--- config.mk ---
export PLATFORM = sky130hd
export DESIGN_NAME = mux4_rr_arbiter
export DESIGN_NICKNAME = d
export VERILOG_FILES = /design/src/rtl/mux_arb_pkg.sv /design/src/rtl/rr_pick.sv /design/src/rtl/mux4_rr_arbiter.sv
export SDC_FILE = /design/constraint.sdc
export NUM_CORES = 1
export LEC_CHECK = 0
export BUFFER_PORTS_ARGS = -buffer_cell sky130_fd_sc_hd__buf_2
export CAP_MARGIN = 10
export CORE_MARGIN = 2
export CORE_UTILIZATION = 54
export DETAILED_ROUTE_END_ITERATION = 6
export PLACE_DENSITY = 0.76
export SLEW_MARGIN = 20
export SYNTH_ARGS = -nofsm -noshare
export SYNTH_HDL_FRONTEND = slang
export SYNTH_SLANG_ARGS = --single-unit
--- constraint.sdc ---
create_clock -name clk -period 2.95 [get_ports clk]
set_input_delay 0.295 -clock clk [delete_from_list [all_inputs] [get_ports clk]]
set_output_delay 0.295 -clock clk [all_outputs]
set_load 0.005 [all_outputs]
--- src/rtl/mux_arb_pkg.sv ---
// Shared constants and types for the four-way round-robin select arbiter.
package mux_arb_pkg;

  localparam int N_REQ = 4;
  localparam int SEL_W = 2;

  typedef enum logic {
    IDLE  = 1'b0,
    GRANT = 1'b1
  } state_t;

endpackage : mux_arb_pkg

--- src/rtl/rr_pick.sv ---
// Rotated-priority search: first set request starting just after ptr, wrapping to ptr itself.
module rr_pick
  import mux_arb_pkg::*;
(
  input  logic [N_REQ-1:0] req,
  input  logic [SEL_W-1:0] ptr,
  output logic             valid,
  output logic [SEL_W-1:0] idx
);

  logic [SEL_W-1:0] cand;

  // Walk from the lowest-priority slot (ptr) up to the highest (ptr+1) so the
  // last hit, which is the nearest one after ptr, wins.
  always_comb begin
    // NOTE: every output gets a default before the loop so no path leaves it unassigned (no latch).
    valid = 1'b0;
    idx   = ptr;
    cand  = ptr;
    for (int k = N_REQ; k >= 1; k--) begin
      cand = ptr + SEL_W'(k);
      if (req[cand]) begin
        valid = 1'b1;
        idx   = cand;
      end
    end
  end

endmodule : rr_pick

--- src/rtl/mux4_rr_arbiter.sv ---
// Round-robin owner of a 4:1 select path with a bounded hold time and a registered data output.
module mux4_rr_arbiter
  import mux_arb_pkg::*;
#(
  parameter int unsigned MAX_HOLD = 8
) (
  input  logic             clk,
  input  logic             rst_n,
  input  logic [N_REQ-1:0] req,
  input  logic [N_REQ-1:0] i,
  output logic [SEL_W-1:0] s,
  output logic [N_REQ-1:0] gnt,
  output logic             busy,
  output logic             y
);

  state_t           state;
  logic [SEL_W-1:0] ptr;
  logic [7:0]       hold_cnt;
  logic             pick_valid;
  logic [SEL_W-1:0] pick_idx;
  logic             release_now;

  rr_pick u_pick (
    .req   (req),
    .ptr   (ptr),
    .valid (pick_valid),
    .idx   (pick_idx)
  );

  // Owner dropping its request and hitting the hold limit collapse into one release.
  assign release_now = !req[s] || (hold_cnt == 8'(MAX_HOLD));

  always_ff @(posedge clk or negedge rst_n) begin
    // NOTE: only control/output flops here, so all of them are reset; ptr=3 makes index 0 search first.
    if (!rst_n) begin
      state    <= IDLE;
      s        <= '0;
      gnt      <= '0;
      busy     <= 1'b0;
      y        <= 1'b0;
      ptr      <= SEL_W'(N_REQ - 1);
      hold_cnt <= '0;
    end else begin
      // NOTE: non-blocking so y sees the pre-edge busy and s, giving its one-cycle lag.
      y <= busy ? i[s] : 1'b0;
      case (state)
        IDLE: begin
          if (pick_valid) begin
            state    <= GRANT;
            s        <= pick_idx;
            gnt      <= N_REQ'(1) << pick_idx;
            busy     <= 1'b1;
            hold_cnt <= 8'd1;
          end
        end
        GRANT: begin
          if (release_now) begin
            state    <= IDLE;
            ptr      <= s;
            gnt      <= '0;
            busy     <= 1'b0;
            hold_cnt <= '0;
          end else begin
            hold_cnt <= hold_cnt + 8'd1;
          end
        end
        default: begin
          state <= IDLE;
        end
      endcase
    end
  end

endmodule : mux4_rr_arbiter
## After elaboration in Yosys (flattened, before gate mapping)

Index checks and enable logic that the tools add are counted.

| storage, ports and cells | value |
|---|---|
| flip-flop bits (word level) | 19 |
| input bits | 10 |
| output and inout port bits | 8 |

| operators by class | value |
|---|---|
| add/subtract/negate cells | 4 |
| order comparisons | 5 |
| eq/ne operators | 3 |
| shift operators | 1 |
| muxes and demuxes | 32 |
| bitwise logic cells | 1 |
| reduce and logical (&&, ||, !) cells | 5 |

Operators by type and width:

| operator | count |
|---|---|
| 8-bit 2-to-1 mux | 2 |
| 8-bit case mux with 2 select lines | 1 |
| 2-bit by 3-bit less-than comparator with 1-bit output (second input constant) | 5 |
| 1-bit 2-to-1 mux | 15 |
| 1-bit binary-select mux with 2-bit select | 6 |
| 8-bit by 1-bit adder with 8-bit output (second input constant) | 1 |
| 8-bit by 4-bit == test with 1-bit output (second input constant) | 1 |
| 4-bit 2-to-1 mux | 2 |
| 4-bit case mux with 2 select lines | 1 |
| 2-bit 2-to-1 mux | 3 |
| 2-bit AND reduction | 3 |
| 2-bit adder (second input constant) | 2 |
| 1-bit case mux with 2 select lines | 2 |
| 1-bit by 2-bit left shift with 4-bit output (first input constant) | 1 |
| 2-bit by 1-bit adder with 2-bit output (second input constant) | 1 |
| 2-bit by 1-bit != test with 1-bit output (second input constant) | 1 |
| 2-bit != test (second input constant) | 1 |
| 1-bit logical NOT | 1 |
| 1-bit logical OR | 1 |
| 1-bit inverter | 1 |

## Longest topological paths before layout

| depth | value |
|---|---|
| depth in word-level cells | 9 |
| mapped depth | 7 |
| depth with buffers taken out | 6 |

## Cells and area by module

From an unflattened synthesis, not the netlist that was laid out.

| unflattened totals | value |
|---|---|
| cell total of the unflattened synthesis | 104 |
| area total of the unflattened synthesis | 1047.3 um^2 |

By module, submodules not included:

| module | instances | cells each | area each (um^2) |
|---|---|---|---|
| mux4_rr_arbiter | 1 | 90 | 964.7 |
| rr_pick | 1 | 14 | 82.6 |

## Least setup slack after synthesis

Ideal clock, no wire load.

| timing path | value |
|---|---|
| path kind | register to register |
| start point | register hold_cnt[4] |
| end point | register hold_cnt[7] |
| library setup time | 0.128 ns |
| arrival time | 1.622 ns |
| slack | 1.200 ns |
| stages on the path, launching flop included | 6 |
| buffers on the path | 1 |
| clock period less this slack | 1.750 ns |
| cell sequence | dfrtp_1 -> or4_1 -> o31a_1 -> buf_6 -> a31oi_1 -> o22ai_1 |

| between the ends | value |
|---|---|
| word-level cells in the longest chain between the ends | 4 |
| elaborated cells between the ends (all ways) | 5 |
| those cells by class | 1 x add/sub; 1 x eq/ne; 2 x mux; 1 x reduce/logical |

RTL lines:

| item | line | text |
|---|---|---|
| from (decl) | mux4_rr_arbiter.sv:19 | `logic [7:0] hold_cnt;` |
| from (signal assigned) | mux4_rr_arbiter.sv:65 | `hold_cnt <= hold_cnt + 8'd1;` |
| branches (longest 2 deep; another with 8-bit by 1-bit adder with 8-bit output) | -- |  |
| 8-bit 2-to-1 mux * | mux4_rr_arbiter.sv:58 | `if (release_now) begin` |
| 8-bit case mux with 2 select lines * | mux4_rr_arbiter.sv:47 | `case (state)` |

Every way passes the cells marked *.
A chain may end at the register's enable or synchronous reset.

## Final worst setup path

| timing path | value |
|---|---|
| start point | register hold_cnt[4] |
| end point | register gnt[1] |

| between the ends | value |
|---|---|
| word-level cells in the longest chain between the ends | 4 |

RTL lines:

| item | line | text |
|---|---|---|
| 8-bit by 4-bit == test with 1-bit output | mux4_rr_arbiter.sv:32 | `assign release_now = !req[s] \|\| (hold_cnt == 8'(MAX_HOLD));` |
| 1-bit logical OR | mux4_rr_arbiter.sv:32 |  |
| 2-bit by 1-bit != test with 1-bit output (no source line) | -- |  |
| 2-bit AND reduction (no source line) | -- |  |
| to (signal assigned) | mux4_rr_arbiter.sv:52 | `gnt <= N_REQ'(1) << pick_idx;` |
| to (decl) | mux4_rr_arbiter.sv:12 | `output logic [N_REQ-1:0] gnt,` |

No other way between the ends.

==> reports/qor.csv <==
metric;value;unit
clk buf depth;2;
global route total overflow;0;
Die Ht;47.9;microns
Layout Utilization;66.6;%
status;completed;
Synth warnings;0;
Pwr per Cell Area;853;mW/mm^2
H-Tree Level Count;1;
non-filler instance count after layout;147;
Compound-Gate Fraction of Synth Area;17.6;%
PortBufs;17;
startpoint types;flop;
Syn Inst Count;103;
Arrival @ worst endpoint;2.21;ns
Post-Synth Simple-Gate Area;17.3;%
RSZ-0062 raised after global routing;no;
TNS Setup;0;ns
Pwr Total;1.00;mW
drt total wl;2100;microns
Placed Instances;142;
Worst Path Required;3.12;ns
Residual DRC;0;
Syn Area/Cell;10.1;sq um
vias in the first global route;801;
min-delay src;req[2];
CTS tree;done;
initial antenna violation count;0;
sequential fraction of the synthesis area;45.9;%
HP Class;input port to flop;
clock slew at reported path FFs;0.11;ns
Nets;135;
Netlist cell types;35;
Die X;47.9;microns
Setup Slack @ Placement;0.924;ns
Worst Skew;0.00256;ns
Antenna Violating Nets Remaining;0;
Final Max Tran Viols;0;
largest net degree at the start of global routing;20;
Worst R2R Start;hold_cnt[4];
Cell Area, Synth;0.00104;sq mm
vias per std cell;5.80;
n_diodes;0;
root buffer cell;clkbuf_4;
cell count of the worst reg-to-reg path;4;
layout cells sized above 1;25.4;%
top post-synthesis cells by area;dfrtp_1 (41%), dfstp_2 (5.0%), o21ai_0 (4.3%);
critical path type;flop to flop;
Area growth syn-to-layout;12.7;%
Initial Util;59.1;%
main combinational cell family by area after synthesis;compound AO/OA/AOI/OAI gates;
First-pass DRT Iterations;5;
detailed placement HPWL;1530;microns
post-DR wirelength/cell;14.3;microns
max cap viols;0;
Setup crit end kind;flop;
reg2reg setup slack;0.91;ns
Hold Path End;state;
Synth Area in Adders;2.40;%
Peak VDD IR;0.531;mV
period utilization;69.3;%
Final Wtd Congestion;0.885;
GRT Total Usage;22.0;%
first-pass GRT wire length;3520;microns
DR vias;852;
clk_lat worst skew;0.29;ns
Yosys reg bits;19;
Worst Setup Slack, final;0.907;ns
DR iter-0 viols;34;
crit path max fanout;11;
reg2reg end;gnt[1];
Tmin final;2.04;ns
Final Hold Vio Count;0;
Core Rows;15;
final setup violation count;0;
Core Region;0.00176;sq mm
I/O pins;18;
CTS Buf Count;3;
WHS Path Cells;3;
relative slew slack;66.3;%
Max Clk Rate;489;MHz
worst-margin pin slew;0.505;ns
multiplexer fraction of the synthesized cell area;10.4;%
leakage;0.506;nW
most frequent cells in the layout;dfrtp_1 (17), buf_2 (17), inv_1 (10);
die area;0.00230;sq mm
Syn Nets;115;
Synth Area in XOR/XNOR;0.840;%
post-synth top area share;40.8;%
largest area contributor in the netlist;dfrtp_1;
CTS Sinks;19;
-- synthesized netlist by cell type, drive strengths merged --
master  number
a311o        1
mux4         2
clkbuf       1
o21ai        9
or2          1
dfstp        2
nand4        1
a32o         1
nor2b        2
and4         1
o22ai        5
buf          2
nand2        5
nor4         1
inv         10
a21oi        1
dfrtp       17
o31ai        1
nand3        8
or4          3
a31oi        5
o21a         3
nand2b       3
a21o         1
and3         1
nor2         3
o31a         1
ha           2
and2         3
xor2         1
mux2i        3
mux2         3
-- worst max path at each step --
stage	startpoint	to	slack [ns]
3_3_place_gp	hold_cnt[4]	gnt[1]	0.99
3_5_place_dp	hold_cnt[4]	gnt[1]	0.92
6_report	hold_cnt[4]	gnt[1]	0.91
4_1_cts	hold_cnt[4]	gnt[1]	0.92
5_1_grt	hold_cnt[4]	gnt[1]	0.77
2_1_floorplan	hold_cnt[4]	hold_cnt[7]	1.20
-- power breakdown --
| group | total, mW | internal [mW] | switching, mW |
|---|---|---|---|
| sequential | 0.469 | 0.355 | 0.114 |
| combinational | 0.402 | 0.206 | 0.196 |
| clock | 0.132 | 0.0526 | 0.0794 |
| total | 1.00 | 0.613 | 0.389 |
-- timing repair --
action / CTS / global route
hold endpoints to repair: 17 / 0
hold buffers: 1 / 0
resized for setup: 0 / 0
setup buffers: 0 / 0
-- stage by stage --
step / hold WS [ns] / area (sq um)
5_1_grt: 0.404 / 1170
3_3_place_gp: 0.243 / 1140
4_1_cts: 0.358 / 1170
2_1_floorplan: -0.000591 / 1040
3_5_place_dp: 0.252 / 1140
6_report: 0.366 / 1170
-- per-layer routing --
layer  vias up  GRT usage [%]  wire (microns)
met4         0           7.03               4
met2        33           33.1            1020
met1       402           31.4             975
li1        415              -               -
met5         -              0               0
met3         2           5.28              93
-- flip-flops by register name, indices dropped and copies added (netlist names) --
name and cells:
busy 1, gnt 4, hold_cnt 8, ptr 2, s 2, state 1, y 1
-- layout make-up --
class,count,area [sq um]
multi-input combinational,71,507
fill,159,589
inverter,10,37.5
timing repair buffer,18,95.1
clock buffer,4,26.3
sequential,19,478
tap,25,31.3
-- worst max-delay path, cell delays in order (launching register included) --
cell and delay (ns):
dfrtp_1 0.45, or4_1 0.56, o31a_1 0.43, a21oi_1 0.35, o22ai_1 0.12
-- cell families (layout without fill, tap and decap cells) --
kind of cell / count (synthesis) / in the layout
DFF: 19 / 19
and+or+nand+nor: 32 / 32
xor gates and xnor gates: 1 / 1
adders and majority gates: 2 / 2
AOI/OAI and AO/OA: 28 / 28
buffers and inverters: 13 / 32
muxes: 8 / 8
Note: power is estimated with default switching activity, not from simulation.
